==> src/rtl/pal_cfg_pkg.sv <==
`default_nettype none
// ============================================================================
//  Module      : pal_cfg_pkg
//  Description : Shared types and sizing helpers for the PAL configuration
//                path. The plane modules use the same sizing functions, so
//                every block agrees on the bitstream layout.
//                  - cfg_state_e : loader state encoding
//                  - and_bits()  : AND-plane bits (true+inverse per input/term)
//                  - or_bits()   : OR-plane bits (one per term per output)
//                  - total_bits(): full configuration word width
//  Revision    : 1.0 - initial release
// ============================================================================
package pal_cfg_pkg;

    typedef enum logic [2:0] {
        ST_IDLE  = 3'd0,
        ST_LOAD  = 3'd1,
        ST_CHECK = 3'd2,
        ST_DONE  = 3'd3,
        ST_ERROR = 3'd4
    } cfg_state_e;

    function automatic int and_bits(input int n_in, input int n_terms);
        return 2 * n_in * n_terms;
    endfunction

    function automatic int or_bits(input int n_terms, input int n_out);
        return n_terms * n_out;
    endfunction

    function automatic int total_bits(input int n_in, input int n_terms, input int n_out);
        return and_bits(n_in, n_terms) + or_bits(n_terms, n_out);
    endfunction

endpackage
`default_nettype wire

==> src/rtl/pal_cfg_loader_if.sv <==
`default_nettype none
// ============================================================================
//  Module      : pal_cfg_loader_if
//  Description : Serial configuration bus between the pin side (master) and
//                the configuration loader (slave).
//                  master -> slave : cfg_start, cfg_valid, cfg_data
//                  slave -> master : cfg_busy, cfg_done, cfg_ready,
//                                    cfg_conflict[N_TERMS], cfg_bits[BITS]
//  Revision    : 1.0 - initial release
// ============================================================================
interface pal_cfg_loader_if
    import pal_cfg_pkg::*;
#(
    parameter int N_IN    = 4,
    parameter int N_TERMS = 4,
    parameter int N_OUT   = 2
);
    localparam int BITS = total_bits(N_IN, N_TERMS, N_OUT);

    logic               cfg_start;
    logic               cfg_valid;
    logic               cfg_data;
    logic               cfg_busy;
    logic               cfg_done;
    logic               cfg_ready;
    logic [N_TERMS-1:0] cfg_conflict;
    logic [BITS-1:0]    cfg_bits;

    modport master (
        output cfg_start, cfg_valid, cfg_data,
        input  cfg_busy, cfg_done, cfg_ready, cfg_conflict, cfg_bits
    );

    modport slave (
        input  cfg_start, cfg_valid, cfg_data,
        output cfg_busy, cfg_done, cfg_ready, cfg_conflict, cfg_bits
    );

endinterface
`default_nettype wire

==> src/rtl/pal_term_check.sv <==
`default_nettype none
// ============================================================================
//  Module      : pal_term_check
//  Description : Combinational conflict detector for one AND-plane product
//                term. A term that selects both an input and its inverse is
//                constant 0, which is reported as a conflict.
//                  i_term     [2*N_IN] : bit 2i = input i true, 2i+1 = inverted
//                  o_conflict [1]      : any pair (2i, 2i+1) both set
//  Revision    : 1.0 - initial release
// ============================================================================
module pal_term_check #(
    parameter int N_IN = 4
) (
    input  wire logic [2*N_IN-1:0] i_term,
    output logic                   o_conflict
);

    always_comb begin
        o_conflict = 1'b0;
        for (int i = 0; i < N_IN; i++) begin
            o_conflict = o_conflict | (i_term[2*i] & i_term[2*i+1]);
        end
    end

endmodule
`default_nettype wire

==> src/rtl/pal_cfg_loader.sv <==
`default_nettype none
// ============================================================================
//  Module      : pal_cfg_loader
//  Description : Serial PAL configuration writer. Shifts the bitstream into a
//                shadow register, checks one product term per cycle for
//                true/inverse conflicts, and commits a clean shadow word to
//                the active configuration atomically. The active word keeps
//                driving the planes while a new one is loaded and checked.
//                  clk, rst_n : clock, asynchronous active-low reset
//                  bus        : pal_cfg_loader_if.slave (start/valid/data in;
//                               busy/done/ready/conflict/bits out)
//  Revision    : 1.0 - initial release
// ============================================================================
module pal_cfg_loader
    import pal_cfg_pkg::*;
#(
    parameter int N_IN    = 4,
    parameter int N_TERMS = 4,
    parameter int N_OUT   = 2
) (
    input  wire logic       clk,
    input  wire logic       rst_n,
    pal_cfg_loader_if.slave bus
);

    localparam int BITS   = total_bits(N_IN, N_TERMS, N_OUT);
    localparam int TERM_W = 2 * N_IN;
    localparam int CNT_W  = $clog2(BITS + 1);
    localparam int IDX_W  = (N_TERMS > 1) ? $clog2(N_TERMS) : 1;

    localparam logic [CNT_W-1:0] c_cnt_last  = CNT_W'(BITS - 1);
    localparam logic [CNT_W-1:0] c_cnt_max   = CNT_W'(BITS);
    localparam logic [IDX_W-1:0] c_idx_last  = IDX_W'(N_TERMS - 1);

    cfg_state_e         r_state,    w_state_nxt;
    logic [CNT_W-1:0]   r_cnt,      w_cnt_nxt;
    logic [BITS-1:0]    r_shadow,   w_shadow_nxt;
    logic [IDX_W-1:0]   r_idx,      w_idx_nxt;
    // Set after the last term is scanned; the following CHECK cycle commits.
    logic               r_chk_fin,  w_chk_fin_nxt;
    logic [N_TERMS-1:0] r_conflict, w_conflict_nxt;
    logic [BITS-1:0]    r_bits,     w_bits_nxt;
    logic               r_ready,    w_ready_nxt;
    logic               r_done,     w_done_nxt;
    logic               r_busy,     w_busy_nxt;

    logic [TERM_W-1:0]  w_term;
    logic               w_term_conflict;

    // Single checker shared across terms through the index mux.
    assign w_term = r_shadow[TERM_W*int'(r_idx) +: TERM_W];

    pal_term_check #(
        .N_IN (N_IN)
    ) u_term_check (
        .i_term     (w_term),
        .o_conflict (w_term_conflict)
    );

    always_comb begin
        w_state_nxt    = r_state;
        w_cnt_nxt      = r_cnt;
        w_shadow_nxt   = r_shadow;
        w_idx_nxt      = r_idx;
        w_chk_fin_nxt  = r_chk_fin;
        w_conflict_nxt = r_conflict;
        w_bits_nxt     = r_bits;
        w_ready_nxt    = r_ready;
        w_done_nxt     = 1'b0;

        unique case (r_state)
            ST_IDLE, ST_DONE, ST_ERROR: begin
                // A data bit arriving with the start pulse is dropped.
                if (bus.cfg_start) begin
                    w_state_nxt    = ST_LOAD;
                    w_cnt_nxt      = '0;
                    w_shadow_nxt   = '0;
                    w_conflict_nxt = '0;
                end
            end
            ST_LOAD: begin
                if (bus.cfg_start) begin
                    w_cnt_nxt      = '0;
                    w_shadow_nxt   = '0;
                    w_conflict_nxt = '0;
                end else if (bus.cfg_valid) begin
                    // New bits enter at the top so the first bit ends at 0.
                    w_shadow_nxt = {bus.cfg_data, r_shadow[BITS-1:1]};
                    if (r_cnt != c_cnt_max) begin
                        w_cnt_nxt = r_cnt + 1'b1;
                    end
                    if (r_cnt == c_cnt_last) begin
                        w_state_nxt   = ST_CHECK;
                        w_idx_nxt     = '0;
                        w_chk_fin_nxt = 1'b0;
                    end
                end
            end
            ST_CHECK: begin
                if (!r_chk_fin) begin
                    if (w_term_conflict) begin
                        w_conflict_nxt[r_idx] = 1'b1;
                    end
                    if (r_idx == c_idx_last) begin
                        w_chk_fin_nxt = 1'b1;
                    end else begin
                        w_idx_nxt = r_idx + 1'b1;
                    end
                end else begin
                    w_done_nxt = 1'b1;
                    if (r_conflict == '0) begin
                        w_bits_nxt  = r_shadow;
                        w_ready_nxt = 1'b1;
                        w_state_nxt = ST_DONE;
                    end else begin
                        w_state_nxt = ST_ERROR;
                    end
                end
            end
            default: begin
                w_state_nxt = ST_IDLE;
            end
        endcase

        w_busy_nxt = (w_state_nxt == ST_LOAD) || (w_state_nxt == ST_CHECK);
    end

    always_ff @(posedge clk or negedge rst_n) begin
        if (!rst_n) begin
            r_state    <= ST_IDLE;
            r_cnt      <= '0;
            r_shadow   <= '0;
            r_idx      <= '0;
            r_chk_fin  <= 1'b0;
            r_conflict <= '0;
            r_bits     <= '0;
            r_ready    <= 1'b0;
            r_done     <= 1'b0;
            r_busy     <= 1'b0;
        end else begin
            r_state    <= w_state_nxt;
            r_cnt      <= w_cnt_nxt;
            r_shadow   <= w_shadow_nxt;
            r_idx      <= w_idx_nxt;
            r_chk_fin  <= w_chk_fin_nxt;
            r_conflict <= w_conflict_nxt;
            r_bits     <= w_bits_nxt;
            r_ready    <= w_ready_nxt;
            r_done     <= w_done_nxt;
            r_busy     <= w_busy_nxt;
        end
    end

    assign bus.cfg_busy     = r_busy;
    assign bus.cfg_done     = r_done;
    assign bus.cfg_ready    = r_ready;
    assign bus.cfg_conflict = r_conflict;
    assign bus.cfg_bits     = r_bits;

endmodule
`default_nettype wire

==> src/flat_wrapper.sv <==
// flat-port wrapper written by rule: the top's interface ports become plain ports
module pal_cfg_loader_flat import pal_cfg_pkg::*;
#(
    parameter int N_IN    = 4,
    parameter int N_TERMS = 4,
    parameter int N_OUT   = 2
)
  (clk, rst_n, bus_cfg_start, bus_cfg_valid, bus_cfg_data, bus_cfg_busy, bus_cfg_done, bus_cfg_ready, bus_cfg_conflict, bus_cfg_bits);
  pal_cfg_loader_if #(.N_IN(N_IN), .N_TERMS(N_TERMS), .N_OUT(N_OUT)) bus_i ();
  input  wire logic clk;
  input  wire logic rst_n;
  input wire logic [$bits(bus_i.cfg_start)-1:0] bus_cfg_start;
  input wire logic [$bits(bus_i.cfg_valid)-1:0] bus_cfg_valid;
  input wire logic [$bits(bus_i.cfg_data)-1:0] bus_cfg_data;
  output wire logic [$bits(bus_i.cfg_busy)-1:0] bus_cfg_busy;
  output wire logic [$bits(bus_i.cfg_done)-1:0] bus_cfg_done;
  output wire logic [$bits(bus_i.cfg_ready)-1:0] bus_cfg_ready;
  output wire logic [$bits(bus_i.cfg_conflict)-1:0] bus_cfg_conflict;
  output wire logic [$bits(bus_i.cfg_bits)-1:0] bus_cfg_bits;
  assign bus_i.cfg_start = bus_cfg_start;
  assign bus_i.cfg_valid = bus_cfg_valid;
  assign bus_i.cfg_data = bus_cfg_data;
  assign bus_cfg_busy = bus_i.cfg_busy;
  assign bus_cfg_done = bus_i.cfg_done;
  assign bus_cfg_ready = bus_i.cfg_ready;
  assign bus_cfg_conflict = bus_i.cfg_conflict;
  assign bus_cfg_bits = bus_i.cfg_bits;
  pal_cfg_loader #(.N_IN(N_IN), .N_TERMS(N_TERMS), .N_OUT(N_OUT)) u_core (.clk(clk), .rst_n(rst_n), .bus(bus_i));
endmodule
==> config.mk <==
export PLATFORM = sky130hd
export DESIGN_NAME = pal_cfg_loader_flat
export DESIGN_NICKNAME = d
export VERILOG_FILES = /design/src/rtl/pal_cfg_pkg.sv /design/src/rtl/pal_cfg_loader_if.sv /design/src/rtl/pal_term_check.sv /design/src/rtl/pal_cfg_loader.sv /design/src/flat_wrapper.sv
export SDC_FILE = /design/constraint.sdc
export NUM_CORES = 1
export LEC_CHECK = 0
export CORE_AREA = 2 2 102 104
export CTS_BUF_LIST = sky130_fd_sc_hd__clkbuf_16
export DETAILED_ROUTE_END_ITERATION = 8
export DIE_AREA = 0 0 104 106
export PLACE_DENSITY = 0.68
export SYNTH_ARGS = -nofsm -noshare
export SYNTH_HDL_FRONTEND = slang
export SYNTH_SLANG_ARGS = --single-unit
==> constraint.sdc <==
create_clock -name clk -period 1.5 [get_ports clk]
set_input_delay 0.375 -clock clk [delete_from_list [all_inputs] [get_ports clk]]
set_output_delay 0.375 -clock clk [all_outputs]
set_load 0.03 [all_outputs]
==> summary.md <==
| Metric | Value |
|---|---|
| R2r setup slk | -0.04 ns |
| CP arrival | 1.81 ns |
| Clk root buf | clkbuf_16 |
| Number of global-route vias before repair | 3,044 |
| Met3 usage | 3.62% |
| Placed cells | 612 |
| Pleak | 2.87 nW |
| Crit Path Max Fanout | 10 |
| PD cells | 937 nW/um^2 |
| Clock sink count | 99 |
| Fin cells | 641 |
| Syn avg cell area | 10.6 um^2 |
| Initial Utilization | 44.0% |
| Die H | 106 um |
| Synth top area share | 56.3% |
| Area grow syn2layout | 35.1% |
| Diodes inserted | 0 |
| Detailed Route WL | 9.54 mm |
| Synth Cell Area | 4400 um^2 |
| First-pass GRT wire length | 14.8 mm |
| H-tree levels | 3 |
| # port buffers | 51 |
| Final ANT Viol Nets | 0 |
| Async set-reset flop share out of synthesis | 100% |
| Final setup fails | 23 |
| Synth Register Bits | 99 |
| Failing checks | negative hold slack, negative setup slack |
| Post-route minimum period | 1.55 ns |
| Worst min-delay path class | in -> async |
| Die X | 104 um |
| Cell Area, Placed | 5230 um^2 |
| Via count | 3,182 |
| Critical Path RT | 1.76 ns |
| Slew headroom | 76.2% |
| Min Hold Slack | -0.00446 ns |
| Netlist cell types | 38 |
| Outcome | finished with violations |
| Vias per inst | 4.96 |
| CP Launch Point | bus_cfg_start |
| Wire per inst | 14.9 um |
| Largest net degree at the start of global routing | 61 |
| Syn nets | 427 |
| Reg2Reg Depth | 5 |
| Clk Latency, worst-skew pair | 0.34 ns |
| Max Clock Skew | 0.00958 ns |
| Worst setup margin | -0.0493 ns |
| Final weighted congestion in routability-driven placement | 0.834 |
| Critical path type | in -> reg |
| Worst slew pin tran | 0.357 ns |
| Rows | 37 |
| Reg-to-Reg End | u_core.r_idx[0] |
| Ports | 52 |
| Post-synthesis cell count | 416 |
| Placed wire-length estimate | 5.94 mm |
| RSZ-0062 raised after global routing | true |
| DRT iter0 DRCs | 235 |
| Synth Warn # | 0 |
| Grt ovf | 0 |
| Most area-consuming cells after synthesis | dfrtp_1 (56%), mux2i_1 (9.6%), nand2_1 (8.0%) |
| Final period util | 103% |
| Final Slew Violations | 0 |
| Clock slew at reported path FFs | 0.07 ns |
| Layout cells sized above 1 | 25.3% |
| Drc violations | 0 |
| Reg-to-Reg Start | u_core.r_cnt[1] |
| Worst vdd ir | 0.000502 V |
| GR peak layer | met2 |
| Final Hold Fails | 2 |
| Initial antenna violation count | 0 |
| M1 GR Usage | 22.3% |
| Layout net count | 511 |
| Finished Core Util | 59.4% |
| Core box area | 10000 um^2 |
| CP startpoint kind | input pin |
| M2 GR Usage | 27.0% |
| Crit end category | flop |
| Clock Path Buffers | 2 |
| Die area | 11,000 um^2 |
| EDFF count, synth | 0 |
| Cell area after layout | 5940 um^2 |
| Fmax | 645 MHz |
| CTS tree | done |
| Ys flop type | dfrtp_1 |
| Area leader, netlist | dfrtp_1 |
| First drt pass iteration count | 4 |
| Cts bufs inserted | 9 |
| Total GRT Usage | 16.8% |
| Max Cap Viol | 0 |
| Sequential fraction of the synthesis area | 56.3% |
| Worst Setup EP | u_core.r_shadow[29] |
==> flip-flops by register name, summed over array words and instances (netlist names) <==
signal	cells
u_core.r_idx	2
u_core.bus.cfg_busy	1
u_core.bus.cfg_done	1
u_core.r_cnt	6
u_core.r_chk_fin	1
u_core.bus.cfg_conflict	4
u_core.bus.cfg_bits	40
u_core.bus.cfg_ready	1
u_core.r_shadow	40
u_core.r_state	3
==> worst min-delay path by stage <==
stage	start	endpoint	slack, ns	depth (start not counted)
global placement	rst_n	u_core.r_cnt[5]	0.37	2
CTS	rst_n	u_core.r_cnt[5]	0.0008	2
global route	rst_n	u_core.r_cnt[5]	0.01	2
detailed placement	rst_n	u_core.r_cnt[5]	0.37	2
finish	rst_n	u_core.r_cnt[3]	-0.004	2
floorplan	rst_n	u_core.bus.cfg_bits[0]	0.08	0
==> cells in the final DEF, fill, tap and decap left out, types with 3 or more instances in the layout <==
cell type,n
dfrtp_1,96
nand2_1,70
inv_1,48
mux2i_1,40
o21ai_1,29
buf_4,27
clkdlybuf4s15_1,20
dlygate4sd2_1,19
nand2_2,14
clkbuf_16,14
o21ai_2,13
nand2_4,10
buf_12,9
a22oi_1,8
nand3_1,6
a21oi_1,4
ha_1,4
buf_6,4
nor3b_1,3
a22o_1,3
o31ai_1,3
o211ai_1,3
clkdlybuf4s50_1,3
dfrtp_2,3
==> timing repair <==
action | 4_1_cts | 5_1_grt
pin swaps | 1 | 29
setup endpoints to repair | 69 | 83
setup buffers | 2 | 6
gates cloned | 0 | 5
hold buffers | 0 | 0
resized for setup | 50 | 83
==> cells in the mapped netlist (6+ instances only) <==
library cell	n
o21ai_1	30
mux2i_1	42
a22oi_1	8
buf_6	7
ha_1	6
o21ai_2	12
nand3_1	7
buf_4	7
nand2_1	94
inv_1	50
dfrtp_1	99
==> worst max-delay path, cell delays in order <==
cell and delay (ns):
clkdlybuf4s50_1 0.54, buf_4 0.19, nand2_1 0.10, nand2_4 0.17, clkbuf_16 0.21, mux2i_1 0.21
==> report_power, final <==
part           switching, mW  total [mW]  internal, mW  leakage, nW
clock                   1.02        2.49          1.47        0.152
combinational          0.194       0.368         0.174         1.36
sequential            0.0185        2.70          2.69         1.37
total                   1.23        5.56          4.33         2.87
==> kinds of logic (layout without fill, tap and decap cells) <==
logic type / Yosys count / after routing / synth area share (%)
AND/OR/NAND/NOR: 129 / 129 / 13.4
flip-flops: 99 / 99 / 56.3
AO/OA/AOI/OAI: 70 / 70 / 10.8
buffers and inverters: 68 / 157 / 7.71
multiplexers: 43 / 43 / 9.82
adder cells (fa/ha/maj): 6 / 6 / 1.71
XOR/XNOR: 1 / 1 / 0.199
==> metal layers <==
metal	share of wire, %	up-vias
li1	-	1560
met1	46	1563
met2	50	51
met3	2.6	8
met4	1.3	0
met5	0	-
==> through the flow <==
step / setup WS [ns] / hold slack [ns] / power, mW / TNS [ns]
global placement: -0.268 / 0.370 / 3.00 / -13.01
global route: -0.0923 / 0.00968 / 5.75 / -2.19
CTS: -0.0213 / 0.000787 / 5.49 / -0.0698
detailed placement: -0.300 / 0.373 / 3.01 / -14.28
finish: -0.0493 / -0.00446 / 5.56 / -0.399
floorplan: 0.0112 / 0.0794 / 2.88 / 0
==> cell type report <==
type / count / area [um^2]
Clock inverter: 7 / 97.6
Fill cell: 827 / 4060
Clock buffer: 9 / 225
Tap cell: 136 / 170
Timing Repair Buffer: 91 / 990
Inverter: 50 / 188
Sequential cell: 99 / 2480
Multi-Input combinational cell: 249 / 1790
Note: power is estimated with default switching activity, not from simulation.
